[src/rtl/gen_pad_pkg.sv]
// gen_pad_pkg
//   Shared definitions for the multi-pad I/O block.
//   - Button bit positions inside each 12-bit button slice (UP=0 .. Z=11).
//   - btn_t  : one pad's 12 active-low buttons {Z,Y,X,MODE,START,C,B,A,RIGHT,LEFT,DOWN,UP}.
//   - jcnt_t : the 2-bit sequence counter that walks a 6-button pad through its read phases.
//   - padData: maps TH, the sequence counter and the buttons onto data bits 5..0.

package gen_pad_pkg;

   localparam int BTN_UP    = 0;
   localparam int BTN_DOWN  = 1;
   localparam int BTN_LEFT  = 2;
   localparam int BTN_RIGHT = 3;
   localparam int BTN_A     = 4;
   localparam int BTN_B     = 5;
   localparam int BTN_C     = 6;
   localparam int BTN_START = 7;
   localparam int BTN_MODE  = 8;
   localparam int BTN_X     = 9;
   localparam int BTN_Y     = 10;
   localparam int BTN_Z     = 11;

   typedef logic [11:0] btn_t;
   typedef logic [1:0]  jcnt_t;

   // With TH high a pad shows the directional group, except in the fourth
   // phase of a 6-button pad where the extra buttons appear instead. With TH
   // low a pad shows START/A, and the low nibble doubles as an ID code:
   // forced to 0000 in the third phase and 1111 in the fourth.
   function automatic logic [5:0] padData(input logic th, input jcnt_t jcnt, input btn_t btn);
      logic [5:0] d;
      d = '0;
      if (th) begin
         if (jcnt == 2'd3)
            d = {btn[BTN_C], btn[BTN_B], btn[BTN_MODE], btn[BTN_X], btn[BTN_Y], btn[BTN_Z]};
         else
            d = {btn[BTN_C], btn[BTN_B], btn[BTN_RIGHT], btn[BTN_LEFT], btn[BTN_DOWN], btn[BTN_UP]};
      end else begin
         case (jcnt)
            2'd2:    d = {btn[BTN_START], btn[BTN_A], 4'b0000};
            2'd3:    d = {btn[BTN_START], btn[BTN_A], 4'b1111};
            default: d = {btn[BTN_START], btn[BTN_A], 2'b00, btn[BTN_DOWN], btn[BTN_UP]};
         endcase
      end
      return d;
   endfunction

endpackage

[src/rtl/pad_chan.sv]
// pad_chan
//   One pad channel: TH line, 6-button sequence counter, idle timer,
//   TH float timer and latched host write bit, plus the data byte mux.
//   Ports:
//     CLK, RESET  clock and asynchronous active-high reset
//     CE          clock enable; nothing advances without it
//     BTN         12 active-low buttons of this pad
//     MODE6       1 = 6-button pad, 0 = 3-button pad
//     DIR         0 = host drives TH, 1 = TH floats (pulls up after FLT_CYC)
//     WR_EN       host write strobe for this channel (already qualified)
//     DI          host write value for TH
//     DO          data byte {0, TH, data[5:0]}
//   Optional feature: define MULTIPAD_SNAPSHOT_EN to freeze the buttons seen
//   by the data mux while a 6-button read sequence is in progress.

module pad_chan
   import gen_pad_pkg::*;
#(
   parameter int TMO_CYC = 11600,
   parameter int FLT_CYC = 210
) (
   input  logic       CLK,
   input  logic       RESET,
   input  logic       CE,
   input  btn_t       BTN,
   input  logic       MODE6,
   input  logic       DIR,
   input  logic       WR_EN,
   input  logic       DI,
   output logic [7:0] DO
);

   localparam logic [16:0] TMO_LIM = 17'(TMO_CYC);
   localparam logic [7:0]  FLT_HIT = 8'(FLT_CYC);

   logic        th;
   logic        thDly;
   logic        wb;
   jcnt_t       jcnt;
   logic [16:0] jtmr;
   logic [7:0]  fltmr;
   logic [7:0]  fltNext;
   logic        thRise;
   logic        thFall;
   btn_t        btnSrc;

   // Edge detection compares TH against its copy from the previous enabled
   // cycle; the float timer's next value is computed here so the pull-up can
   // fire in the very cycle the timer reaches FLT_CYC.
   always_comb begin
      thRise  = th & ~thDly;
      thFall  = ~th & thDly;
      fltNext = (fltmr == 8'hFF) ? fltmr : fltmr + 8'd1;
   end

   // TH follows the latched write bit while the host owns the line, so a new
   // write shows up on TH one enabled cycle after it is latched. When the line
   // is released TH keeps its level until the float timer expires, then pulls
   // up and stays up.
   always_ff @(posedge CLK or posedge RESET) begin
      if (RESET) begin
         th    <= 1'b0;
         thDly <= 1'b0;
         wb    <= 1'b0;
         fltmr <= 8'd0;
      end else if (CE) begin
         thDly <= th;
         if (WR_EN)
            wb <= DI;
         if (!DIR) begin
            th    <= wb;
            fltmr <= 8'd0;
         end else begin
            fltmr <= fltNext;
            if (fltNext == FLT_HIT)
               th <= 1'b1;
         end
      end
   end

   // The sequence counter advances on every TH rising edge. A 3-button pad
   // or a long stretch without TH going low returns it to phase 0, but an edge
   // arriving in the same cycle still wins so a read sequence is never lost.
   always_ff @(posedge CLK or posedge RESET) begin
      if (RESET) begin
         jcnt <= 2'd0;
         jtmr <= 17'd0;
      end else if (CE) begin
         if (thFall)
            jtmr <= 17'd0;
         else if (jtmr != '1)
            jtmr <= jtmr + 17'd1;
         if (thRise)
            jcnt <= jcnt + 2'd1;
         else if ((jtmr > TMO_LIM) || !MODE6)
            jcnt <= 2'd0;
      end
   end

`ifdef MULTIPAD_SNAPSHOT_EN
   btn_t snap;

   // In phase 0 the snapshot tracks the live buttons every enabled cycle;
   // once a sequence starts it holds, so all phases of one read report the
   // same button state. The mux bypasses to live buttons in phase 0, which is
   // what the snapshot would contain anyway and keeps the reset view live.
   always_ff @(posedge CLK or posedge RESET) begin
      if (RESET)
         snap <= '1;
      else if (CE && (jcnt == 2'd0))
         snap <= BTN;
   end

   assign btnSrc = (jcnt == 2'd0) ? BTN : snap;
`else
   assign btnSrc = BTN;
`endif

   assign DO = {1'b0, th, padData(th, jcnt, btnSrc)};

endmodule

[src/rtl/multipad_io.sv]
// multipad_io
//   NPADS independent pad channels behind one shared access handshake.
//   Ports:
//     CLK, RESET  clock and asynchronous active-high reset
//     CE          clock enable
//     BTN         NPADS x 12 active-low buttons, channel i in bits [12i+11:12i]
//     MODE6       per channel 1 = 6-button pad
//     SEL         per channel access strobe (at most one high)
//     RNW         1 = read, 0 = write
//     DIR         per channel TH direction (1 = TH floats)
//     DI          host write value for TH
//     DO          NPADS x 8 data bytes, channel i in bits [8i+7:8i]
//     DTACK_N     active-low access acknowledge
//   Optional feature: MULTIPAD_SNAPSHOT_EN (see pad_chan).

module multipad_io
   import gen_pad_pkg::*;
#(
   parameter int NPADS   = 2,
   parameter int TMO_CYC = 11600,
   parameter int FLT_CYC = 210
) (
   input  logic [NPADS*12-1:0] BTN,
   input  logic                CLK,
   input  logic                RESET,
   input  logic                CE,
   input  logic [NPADS-1:0]    MODE6,
   input  logic [NPADS-1:0]    SEL,
   input  logic                RNW,
   input  logic [NPADS-1:0]    DIR,
   input  logic                DI,
   output logic [NPADS*8-1:0]  DO,
   output logic                DTACK_N
);

   localparam int BTN_W = $bits(btn_t);

   logic             anySel;
   logic [NPADS-1:0] wrEn;

   // A write is taken only in the first enabled cycle of an access, while
   // the acknowledge is still idle; holding SEL therefore latches once.
   always_comb begin
      anySel = |SEL;
      wrEn   = SEL & {NPADS{CE & DTACK_N & ~RNW}};
   end

   // Acknowledge drops on the first enabled cycle with a strobe and stays low
   // while it is held; it releases on the first enabled cycle with no strobe.
   // Reset forces it idle immediately, abandoning any access in flight.
   always_ff @(posedge CLK or posedge RESET) begin
      if (RESET)
         DTACK_N <= 1'b1;
      else if (CE)
         DTACK_N <= ~anySel;
   end

   // One channel per pad, each with its own slice of the button and data buses.
   for (genvar i = 0; i < NPADS; i++) begin : gChan
      pad_chan #(
         .TMO_CYC (TMO_CYC),
         .FLT_CYC (FLT_CYC)
      ) uChan (
         .CLK   (CLK),
         .RESET (RESET),
         .CE    (CE),
         .BTN   (BTN[i*BTN_W +: BTN_W]),
         .MODE6 (MODE6[i]),
         .DIR   (DIR[i]),
         .WR_EN (wrEn[i]),
         .DI    (DI),
         .DO    (DO[i*8 +: 8])
      );
   end

endmodule
[config.mk]
export PLATFORM = sky130hd
export DESIGN_NAME = multipad_io
export DESIGN_NICKNAME = d
export VERILOG_FILES = /design/src/rtl/gen_pad_pkg.sv /design/src/rtl/pad_chan.sv /design/src/rtl/multipad_io.sv
export SDC_FILE = /design/constraint.sdc
export NUM_CORES = 1
export LEC_CHECK = 0
export ABC_AREA = 1
export CORE_ASPECT_RATIO = 1.25
export CORE_MARGIN = 3
export CORE_UTILIZATION = 60
export CTS_BUF_LIST = sky130_fd_sc_hd__clkbuf_8 sky130_fd_sc_hd__clkbuf_16
export DETAILED_ROUTE_END_ITERATION = 7
export GPL_ROUTABILITY_DRIVEN = 0
export PLACE_DENSITY = 0.86
export SLEW_MARGIN = 20
export SYNTH_ARGS = -nofsm -noshare
export SYNTH_HDL_FRONTEND = slang
export SYNTH_SLANG_ARGS = --single-unit
[constraint.sdc]
create_clock -name CLK -period 3.5 [get_ports CLK]
set_input_delay 0.35 -clock CLK [delete_from_list [all_inputs] [get_ports CLK]]
set_output_delay 0.35 -clock CLK [all_outputs]
set_load 0.02 [all_outputs]
==> results.json, run 1 <==
{
  "overflow": 0,
  "grt_max_degree": 34,
  "slew_viol_final": 0,
  "power_leakage_uw": 0.00212,
  "period_share": 0.733,
  "r2r_end": "gChan[0].uChan.jtmr[7]$_DFFE_PP0P_",
  "vias_per_cell": 5.47,
  "start_util": 0.622,
  "path_class": "reg -> reg",
  "critPathMaxFanout": 6,
  "die_x_um": 77.7,
  "yosysSeqAreaShare": 0.396,
  "drt_wl_total_mm": 9.04,
  "run_status": "complete, no violations",
  "r2r-start": "gChan[0].uChan.jtmr[3]$_DFFE_PP0P_",
  "cp-start-kind": "flip-flop",
  "nNetsFinal": 626,
  "cts.clk_slew.worst_paths_ns": 0.06,
  "slew_headroom": 0.657,
  "synth_flop_cell": "dfrtp_1",
  "synth-warning-count": 0,
  "ir_worst_vdd_mv": 0.414,
  "clock_skew_ns": 0.0126,
  "rrSetupSlack_ns": 0.93,
  "drc": 0,
  "clock_sink_count": 61,
  "syn_area_sq_um": 3860,
  "ctsHoldBuffers": 0,
  "synth_seq_cells": 61,
  "boundaryPins": 52,
  "areaGrowthSynthToFinish_pct": 18.8,
  "rsz0062_at_grt": "false",
  "grtUsageTotal": 0.260,
  "cp.arrival_ns": 2.84,
  "syn_avg_cell_area_sq_um": 7.26,
  "required_ns": 3.77,
  "coreArea_sq_um": 6210,
  "firstDrtPassIters": 5,
  "fin_setup_tns_ns": 0,
  "first_global_vias": 3577,
  "clockBufferDepth": 2,
  "post_cts_resized": 0,
  "period_needed_ns": 2.57,
  "fmax_mhz": 390,
  "cellPowerDensity_nw_per_um2": 439,
  "async_flop_share": 1.00,
  "num_rows": 32,
  "synthCells": 531,
  "dieArea_sq_um": 7430,
  "numPortBuffers": 49,
  "final_hold_viol_count": 0,
  "cp-end-kind": "flip-flop",
  "cts_tree": "done",
  "cts_buffers": 9,
  "ys_types": 44,
  "cts_setup_buffers": 0,
  "hpwlAfterDp_mm": 6.74,
  "drt_iter0_drc": 230,
  "drv_cap": 0,
  "grt_pass1_wl_mm": 15.4,
  "setup_violations": 0,
  "worstMarginPinSlew_ns": 0.513,
  "post-route-util": 0.739,
  "worst-r2r-cell-count": 12,
  "die_y_um": 95.6,
  "via_count": 3668,
  "wl_per_cell_um": 13.5,
  "cts-root-buf": "clkbuf_8",
  "antenna_left": 0,
  "ctsHtreeMaxLevel": 3,
  "drive_above_1_share": 0.0648,
  "antenna_found_initial": 0,
  "min_path_type": "in -> async",
  "synth_edf_count": 0,
  "worstSkewPairLatency_ns": 0.35,
  "num_antenna_cells": 0
}
-- cells by family after synthesis --
kind of cell / Yosys count / share of synthesized area
AO/OA/AOI/OAI: 85 / 0.129
XOR/XNOR: 9 / 0.0204
adder cells (fa/ha/maj): 10 / 0.0324
buffers and inverters: 74 / 0.0869
flip-flops: 61 / 0.396
other: 1 / 0.000972
AND/OR/NAND/NOR: 291 / 0.334
-- where the power goes --
group	total [uW]	internal, uW	switching (uW)
Sequential	888	789	99.7
Clock	623	357	266
Combinational	503	218	285
-- worst max-delay path by stage --
| stage | from | end | slack (ns) |
|---|---|---|---|
| floorplan | gChan[0].uChan.jtmr[0]$_DFFE_PP0P_ | gChan[0].uChan.jtmr[7]$_DFFE_PP0P_ | 1.26 |
| global placement | gChan[0].uChan.jtmr[0]$_DFFE_PP0P_ | gChan[0].uChan.jtmr[7]$_DFFE_PP0P_ | 1.15 |
| detailed placement | gChan[0].uChan.jtmr[1]$_DFFE_PP0P_ | gChan[0].uChan.jtmr[7]$_DFFE_PP0P_ | 0.97 |
| CTS | gChan[0].uChan.jtmr[3]$_DFFE_PP0P_ | gChan[0].uChan.jtmr[7]$_DFFE_PP0P_ | 0.96 |
| global route | gChan[0].uChan.jtmr[0]$_DFFE_PP0P_ | gChan[0].uChan.jtmr[7]$_DFFE_PP0P_ | 0.65 |
| finish | gChan[0].uChan.jtmr[3]$_DFFE_PP0P_ | gChan[0].uChan.jtmr[7]$_DFFE_PP0P_ | 0.93 |
-- cells in the mapped netlist, types with 2 or more instances --
| cell type | number | share of area |
|---|---|---|
| xnor2_1 | 2 | 0.0045 |
| xor2_1 | 7 | 0.016 |
| inv_1 | 56 | 0.054 |
| ha_1 | 10 | 0.032 |
| inv_4 | 2 | 0.0032 |
| nor2_2 | 3 | 0.0049 |
| buf_6 | 2 | 0.0058 |
| dfrtp_1 | 60 | 0.39 |
| buf_4 | 6 | 0.012 |
| nor2_1 | 50 | 0.049 |
| nand3_1 | 49 | 0.064 |
| nor3b_1 | 3 | 0.0058 |
| nand4_1 | 10 | 0.016 |
| clkbuf_1 | 3 | 0.0029 |
| a32oi_1 | 2 | 0.0045 |
| a21oi_1 | 29 | 0.038 |
| o21a_1 | 5 | 0.0097 |
| nand2_2 | 2 | 0.0032 |
| nor3_1 | 10 | 0.013 |
| nor4_1 | 3 | 0.0049 |
| o22ai_1 | 4 | 0.0065 |
| nand2_1 | 150 | 0.15 |
| or2_2 | 3 | 0.0049 |
| buf_2 | 2 | 0.0026 |
| a211oi_1 | 2 | 0.0039 |
| nor2_4 | 3 | 0.0088 |
| a22oi_1 | 2 | 0.0039 |
| nand3b_1 | 2 | 0.0039 |
| o21ai_0 | 34 | 0.044 |
-- routing by layer --
metal | vias to the layer above | global-route usage | share of wire
met5 | - | 0 | 0
li1 | 1846 | - | -
met3 | 21 | 0.0359 | 0.039
met2 | 88 | 0.464 | 0.52
met4 | 0 | 0.132 | 0.022
met1 | 1713 | 0.304 | 0.42
-- per-stage QoR --
| step | hold WS (ns) | power [uW] | area (sq um) | std cells | setup slack (ns) |
|---|---|---|---|---|---|
| final | 0.223 | 2010 | 4580 | 671 | 0.935 |
| after global routing | 0.254 | 2130 | 4580 | 671 | 0.648 |
| after CTS | 0.228 | 2020 | 4580 | 671 | 0.956 |
| after detailed placement | 0.492 | 1400 | 4390 | 655 | 0.966 |
| after global placement | 0.480 | 1370 | 4390 | 655 | 1.15 |
| after floorplan | 0.413 | 1220 | 3860 | 532 | 1.26 |
-- state kept, by name, summed over array words and instances, names as in the netlist --
| signal | count |
|---|---|
| gChan.uChan.thDly | 2 |
| gChan.uChan.fltmr | 16 |
| gChan.uChan.wb | 2 |
| gChan.uChan.jtmr | 34 |
| gChan.uChan.jcnt | 4 |
| DTACK_N | 1 |
| gChan.uChan.th | 2 |
-- critical path: stages, from the launching register on --
cell and delay, ns:
dfrtp_1 0.43, nand2_2 0.09, nor2_2 0.17, nand3_1 0.17, nor2_1 0.22, nand2_1 0.10, nor4_1 0.23, ha_1 0.33
nor2_4 0.09, nor2_4 0.18, nor3_1 0.09, or2_2 0.28, a21oi_1 0.12
-- cell type report --
type | instances | area [sq um]
Clock buffer | 11 | 151
Clock inverter | 5 | 45.0
Fill cell | 458 | 1620
Inverter | 60 | 243
Multi-Input combinational cell | 397 | 2000
Sequential cell | 61 | 1530
Tap cell | 85 | 106
Timing Repair Buffer | 52 | 513
-- layout by cell type, fill, tap and decap left out, types with 2 or more instances in the layout --
cell	instances
a211oi_1	2
a21oi_1	29
a22oi_1	2
a32oi_1	2
buf_4	3
clkbuf_8	11
clkdlybuf4s50_1	49
conb_1	2
dfrtp_1	60
ha_1	10
inv_1	59
inv_4	2
nand2_1	150
nand2_2	2
nand3_1	49
nand3b_1	2
nand4_1	10
nor2_1	50
nor2_2	3
nor2_4	3
nor3_1	10
nor3b_1	3
nor4_1	3
o21a_1	5
o21ai_0	34
o22ai_1	4
or2_2	3
xnor2_1	2
xor2_1	7
(Power assumes the default switching activity.)
==> run 2: changes to the inputs <==
--- a/config.mk
+++ b/config.mk
@@ -8,11 +8,11 @@
 export ABC_AREA = 1
 export CORE_ASPECT_RATIO = 1.25
 export CORE_MARGIN = 3
-export CORE_UTILIZATION = 60
+export CORE_UTILIZATION = 56
 export CTS_BUF_LIST = sky130_fd_sc_hd__clkbuf_8 sky130_fd_sc_hd__clkbuf_16
 export DETAILED_ROUTE_END_ITERATION = 7
 export GPL_ROUTABILITY_DRIVEN = 0
-export PLACE_DENSITY = 0.86
+export PLACE_DENSITY = 0.81
 export SLEW_MARGIN = 20
 export SYNTH_ARGS = -nofsm -noshare
 export SYNTH_HDL_FRONTEND = slang
==> constraint.sdc (replaced) <==
create_clock -name CLK -period 2.6 [get_ports CLK]
set_input_delay 0.26 -clock CLK [delete_from_list [all_inputs] [get_ports CLK]]
set_output_delay 0.26 -clock CLK [all_outputs]
set_load 0.02 [all_outputs]
==> run 2 against run 1 <==
  * Maximum frequency is 5.4% higher
  * Non-clock buffer count is 3 higher
  * Core utilization decreased by 4.0 points
  * Global-route usage fell by 2.3 points
  * Clock skew shrank 0.0046 ns
  * Critical path type unchanged
  * Critical endpoint unchanged
==> results.json, run 2 (synthesis gave the netlist of run 1 again) <==
{
  "largest_registers": "gChan.uChan.jtmr: 34 flops, gChan.uChan.fltmr: 16 flops, gChan.uChan.jcnt: 4 flops",
  "pre_cts_ws_ns": 0.113,
  "cts.clk_slew.worst_paths_ns": 0.07,
  "via_count": 3675,
  "ir_worst_vdd_mv": 0.458,
  "use_met3": 0.0329,
  "r2r-start": "gChan[0].uChan.jtmr[0]$_DFFE_PP0P_",
  "fin_setup_tns_ns": 0,
  "regMostFlops": "gChan.uChan.jtmr",
  "met2_usage": 0.383,
  "coreArea_sq_um": 6610,
  "overflow": 0,
  "cpMostUsedCell": "nor2_4",
  "drive_above_1_share": 0.0849,
  "cp-end-kind": "flip-flop",
  "fmax_mhz": 411,
  "final_common_cell": "nand2_1",
  "grt_max_degree": 33,
  "worstSkewPairLatency_ns": 0.34,
  "drv_cap": 0,
  "cts-root-buf": "clkbuf_8",
  "slew_viol_final": 0,
  "largest_reg_flops": 34,
  "post-route-util": 0.699,
  "antenna_left": 0,
  "first_global_vias": 3473,
  "top_usage_layer": "met2",
  "start_util": 0.584,
  "die_y_um": 98.8,
  "power_leakage_uw": 0.00211,
  "critPathMaxFanout": 5,
  "critPathBufInv": 0,
  "cp_cell_sequence": "ha_1 -> nand2_1 -> nor2_1 -> nand3_2 -> nor2_4 -> nand2_1 -> nor4_2 -> ha_2 -> nor2_4 -> nor2_4 -> nor3_1 -> or2_2 -> a21oi_1",
  "drc": 0,
  "ctsHtreeMaxLevel": 3,
  "drt_wl_total_mm": 8.71,
  "numPortBuffers": 49,
  "worstSetupPathDepth": 13,
  "num_rows": 33,
  "max_stage_delay_ns": 0.39,
  "areaGrowthSynthToFinish_pct": 19.7,
  "layout_common_cells": "150 x nand2_1, 60 x dfrtp_1, 55 x inv_1, 49 x nor2_1, 49 x clkdlybuf4s50_1",
  "grtUsageTotal": 0.236,
  "cts_tree": "done",
  "required_ns": 2.86,
  "slew_headroom": 0.552,
  "drt_iter0_drc": 237,
  "setup_violations": 0,
  "die_x_um": 80.2,
  "nNetsFinal": 629,
  "worstSetupStartpoint": "gChan[0].uChan.jtmr[0]$_DFFE_PP0P_",
  "wl_per_cell_um": 12.9,
  "cp-start-kind": "flip-flop",
  "p_total_uw": 2600,
  "worstMarginPinSlew_ns": 0.671,
  "grt_use_met1": 0.314,
  "cp.arrival_ns": 2.69,
  "worst-r2r-cell-count": 13,
  "antenna_found_initial": 0,
  "vias_per_cell": 5.44,
  "period_share": 0.936,
  "dieArea_sq_um": 7930,
  "clockBufferDepth": 2,
  "clock_sink_count": 61,
  "cellPowerDensity_nw_per_um2": 562,
  "min_path_type": "in -> async",
  "hpwlAfterDp_mm": 6.37,
  "path_class": "reg -> reg",
  "firstDrtPassIters": 5,
  "crit_family": "simple AND/OR/NAND/NOR gates",
  "num_antenna_cells": 0,
  "run_status": "complete, no violations",
  "cts_buffers": 9,
  "period_needed_ns": 2.43,
  "final_hold_viol_count": 0,
  "cp_slowest_cell": "dfrtp_1",
  "grt_pass1_wl_mm": 15.2,
  "boundaryPins": 52,
  "fin_ws_ns": 0.167,
  "clock_skew_ns": 0.00806
}
==> run 2: worst paths after layout <==
path,end,slack [ns]
worst max-delay path,gChan[0].uChan.jtmr[7]$_DFFE_PP0P_,0.17
worst min-delay path,gChan[0].uChan.jtmr[2]$_DFFE_PP0P_,0.33
worst max register to register,gChan[0].uChan.jtmr[7]$_DFFE_PP0P_,0.17
worst min register to register,DTACK_N$_DFFE_PP1P_,0.50
max in group asynchronous,DTACK_N$_DFFE_PP1P_,1.60
min in group CLK,DTACK_N$_DFFE_PP1P_,0.49
==> run 2: area by class of cell <==
class                   count  area, sq um
multi-input cells         397         2020
fillers                   537         1990
flip-flops and latches     61         1530
repair buffers             55          548
inverters                  60          243
clock buffers               9          124
well taps                  87          109
clock inverters             7         42.5
==> run 2: timing repair <==
| action | 4_1_cts | 5_1_grt |
|---|---|---|
| setup endpoints to repair | 0 | 13 |
| setup buffers | 0 | 3 |
| resized for setup | 0 | 6 |
| hold buffers | 0 | 0 |
==> run 2: metal layers <==
layer  share of wire  wire [um]
met1            0.43       3700
met2            0.51       4450
met3           0.045        389
met4           0.020        170
met5               0          0
==> run 2: report_power, final <==
group	switching (uW)	total, uW	internal [uW]
logic	379	682	303
clock network	381	718	337
registers	135	1200	1060
total	894	2600	1700
==> run 2: per-stage QoR <==
step | hold slack (ns) | std cells | area (sq um)
after global routing | 0.389 | 676 | 4620
after global placement | 0.479 | 657 | 4400
after floorplan | 0.323 | 532 | 3860
final | 0.335 | 676 | 4620
after detailed placement | 0.495 | 657 | 4400
after CTS | 0.351 | 673 | 4570
==> run 3: changes to the inputs <==
--- a/config.mk
+++ b/config.mk
@@ -5,14 +5,14 @@
 export SDC_FILE = /design/constraint.sdc
 export NUM_CORES = 1
 export LEC_CHECK = 0
-export ABC_AREA = 1
 export CORE_ASPECT_RATIO = 1.25
 export CORE_MARGIN = 3
-export CORE_UTILIZATION = 56
+export CORE_UTILIZATION = 55
 export CTS_BUF_LIST = sky130_fd_sc_hd__clkbuf_8 sky130_fd_sc_hd__clkbuf_16
 export DETAILED_ROUTE_END_ITERATION = 7
 export GPL_ROUTABILITY_DRIVEN = 0
-export PLACE_DENSITY = 0.81
+export PLACE_DENSITY = 0.8
+export SETUP_SLACK_MARGIN = 0.05
 export SLEW_MARGIN = 20
 export SYNTH_ARGS = -nofsm -noshare
 export SYNTH_HDL_FRONTEND = slang
==> constraint.sdc (replaced) <==
create_clock -name CLK -period 2.35 [get_ports CLK]
set_input_delay 0.235 -clock CLK [delete_from_list [all_inputs] [get_ports CLK]]
set_output_delay 0.235 -clock CLK [all_outputs]
set_load 0.02 [all_outputs]
==> run 3 against run 2 <==
  * Via count decreased by 9.7%
  * Synthesized area decreased by 3.9%
  * Combinational power increased by 40%
  * Global-route usage decreased by 0.78 points
  * Design area increased by 0.24%
  * Die area decreased by 2.0%
  * Largest cell class unchanged
==> results.json, run 3 <==
{
  "antenna_left": 0,
  "firstDrtPassIters": 5,
  "syn_area_sq_um": 3710,
  "power.share.sequential": 0.400,
  "cellPowerDensity_nw_per_um2": 749,
  "synth_edf_count": 0,
  "cts-root-buf": "clkbuf_8",
  "areaGrowthSynthToFinish_pct": 24.9,
  "synth_seq_cells": 61,
  "power_leakage_uw": 0.00196,
  "p_total_uw": 3470,
  "p_int_uw": 2380,
  "worstSkewPairLatency_ns": 0.33,
  "yosysMostFrequentCell": "dfrtp_1",
  "critPathBufInv": 0,
  "dieArea_sq_um": 7770,
  "synthCells": 418,
  "largest_reg_flops": 34,
  "clock_sink_count": 61,
  "run_status": "complete, no violations",
  "p_switching_uw": 1080,
  "ir_worst_vdd_mv": 0.563,
  "vias_per_cell": 5.88,
  "regMostFlops": "gChan.uChan.jtmr",
  "post-route-util": 0.727,
  "cp_cell_sequence": "and4_4 -> and3_4 -> nand3_1 -> nor4_1 -> ha_2 -> a2111oi_4 -> nand3_1 -> xor2_1 -> nor2_1",
  "synth.largest_area_cell": "dfrtp_1",
  "via_count": 3318,
  "rsz0062_at_grt": "true",
  "path_class": "reg -> reg",
  "pre_cts_ws_ns": 0.0356,
  "final_area_sq_um": 4630,
  "setup_violations": 0,
  "numPortBuffers": 49,
  "cts_buffers": 9,
  "synth.top_cell.area_share": 0.405,
  "grtUsageTotal": 0.229,
  "max_stage_delay_ns": 0.51,
  "start_util": 0.582,
  "ys_top_cells_by_count": "60 x dfrtp_1, 48 x nor2_1, 33 x o21ai_0",
  "fin_ws_ns": 0.151,
  "overflow": 0,
  "clock_skew_ns": 0.0117,
  "drt_wl_total_mm": 8.57,
  "die_y_um": 97.8,
  "required_ns": 2.57,
  "num_antenna_cells": 0,
  "crit_family": "simple AND/OR/NAND/NOR gates",
  "cp-start-kind": "flip-flop",
  "drv_cap": 0,
  "grt_max_degree": 42,
  "yosys-top-cells-area": "dfrtp_1 40%, nor2_1 4.9%, o21ai_0 4.5%",
  "synth_flop_cell": "dfrtp_1",
  "cp_slowest_cell": "a2111oi_4",
  "drive_above_1_share": 0.146,
  "drc": 0,
  "ctsHtreeMaxLevel": 3,
  "cp-end-kind": "flip-flop",
  "clockBufferDepth": 2,
  "drt_iter0_drc": 202,
  "synth-warning-count": 0,
  "min_path_type": "in -> async",
  "cts.clk_slew.worst_paths_ns": 0.07,
  "hpwlAfterDp_mm": 5.75,
  "final.fill_count": 453,
  "rrSetupSlack_ns": 0.15,
  "num_rows": 32,
  "fmax_mhz": 455,
  "antenna_found_initial": 0,
  "critPathMaxFanout": 5,
  "cpMostUsedCell": "nand3_1",
  "period_needed_ns": 2.20,
  "layout_common_cells": "58 x dfrtp_1, 48 x nor2_1, 45 x clkdlybuf4s50_1, 33 x o21ai_0, 31 x nand2_1",
  "coreArea_sq_um": 6370,
  "yosysSeqAreaShare": 0.412,
  "nNetsFinal": 519,
  "slew_viol_final": 0,
  "largest_registers": "gChan.uChan.jtmr: 34 flops, gChan.uChan.fltmr: 16 flops, gChan.uChan.jcnt: 4 flops",
  "async_flop_share": 1.00,
  "first_global_vias": 3185,
  "grt_pass1_wl_mm": 14.5,
  "final_common_cell": "dfrtp_1",
  "switching_share": 0.313,
  "cp.arrival_ns": 2.42,
  "wl_per_cell_um": 15.2,
  "syn_avg_cell_area_sq_um": 8.87,
  "clkPwrFrac": 0.325,
  "cts_tree": "done",
  "period_share": 0.936,
  "ys_types": 57,
  "final_hold_viol_count": 0,
  "place_area_sq_um": 4300,
  "power_frac_comb": 0.275,
  "boundaryPins": 52,
  "ctsHoldBuffers": 0,
  "die_x_um": 79.4
}
[run 3: changes by cell type after synthesis, moves of 6 or more]
cell / previous run / this run
mux2_2: 0 / 14
nand2_1: 150 / 31
clkbuf_1: 3 / 14
xnor2_1: 2 / 14
and3_1: 0 / 6
a22o_1: 0 / 6
a31oi_1: 1 / 13
nand3_1: 49 / 23
inv_1: 56 / 16
[run 3: cells by family (layout without fill, tap and decap cells)]
group	Yosys count	after routing	share of synthesized area
AND/OR/NAND/NOR	159	159	0.214
AO/OA/AOI/OAI	106	106	0.182
flip-flops	61	61	0.412
buffers and inverters	40	100	0.0496
XOR/XNOR	25	25	0.0591
multiplexers	16	16	0.0479
adder cells (fa/ha/maj)	10	10	0.0337
other	1	2	0.00101
[run 3: worst reg2reg max path: stages, from the launching register on]
cell and delay, ns:
dfrtp_1 0.38, and4_4 0.20, and3_4 0.19, nand3_1 0.09, nor4_1 0.06, ha_2 0.24
a2111oi_4 0.51, nand3_1 0.17, xor2_1 0.19, nor2_1 0.05
[run 3: final cells by class]
type | instances | area, sq um | area share
timing repair buffer | 68 | 652 | 0.141
clock inverter | 3 | 65.1 | 0.0141
inverter | 16 | 60.1 | 0.0130
sequential | 61 | 1530 | 0.331
clock buffer | 13 | 179 | 0.0386
tap | 85 | 106 | 0.0230
multi-input combinational | 318 | 2040 | 0.440
[run 3: final timing paths]
check,from,end,cells after the start
setup / recovery,gChan[1].uChan.jtmr[6]$_DFFE_PP0P_,gChan[1].uChan.jtmr[14]$_DFFE_PP0P_,9
hold / removal,RESET,gChan[1].uChan.jcnt[1]$_DFFE_PP0P_,2
setup reg to reg,gChan[1].uChan.jtmr[6]$_DFFE_PP0P_,gChan[1].uChan.jtmr[14]$_DFFE_PP0P_,9
hold reg to reg,DTACK_N$_DFFE_PP1P_,DTACK_N$_DFFE_PP1P_,2
max in group asynchronous,RESET,gChan[0].uChan.jtmr[3]$_DFFE_PP0P_,3
min in group CLK,SEL[0],DTACK_N$_DFFE_PP1P_,2
[run 3: routing by layer]
layer,global-route usage,up-vias,share of wire
li1,-,1614,-
met1,0.312,1600,0.43
met2,0.366,93,0.50
met3,0.0415,11,0.046
met4,0.0767,0,0.014
met5,0,-,0
[run 3: repair_timing]
item                       in CTS  in global routing
pin swaps                       0                  6
setup endpoints to repair       5                 20
buffers inserted                0                  5
resized for setup               3                 11
[run 3: power by group through the flow]
stage / Combinational [uW] / Sequential [uW] / Clock, uW
2_1_floorplan: 633 / 1350 / 0
3_3_place_gp: 923 / 1390 / 0
3_5_place_dp: 945 / 1400 / 0
4_1_cts: 956 / 1380 / 1140
5_1_grt: 1060 / 1420 / 1190
6_report: 953 / 1390 / 1130
[run 3: per-stage QoR]
stage | setup TNS [ns] | instances | hold WS (ns)
2_1_floorplan | 0 | 419 | 0.287
3_3_place_gp | 0 | 543 | 0.476
3_5_place_dp | 0 | 543 | 0.494
4_1_cts | 0 | 559 | 0.207
5_1_grt | -0.0170 | 564 | 0.221
6_report | 0 | 564 | 0.203
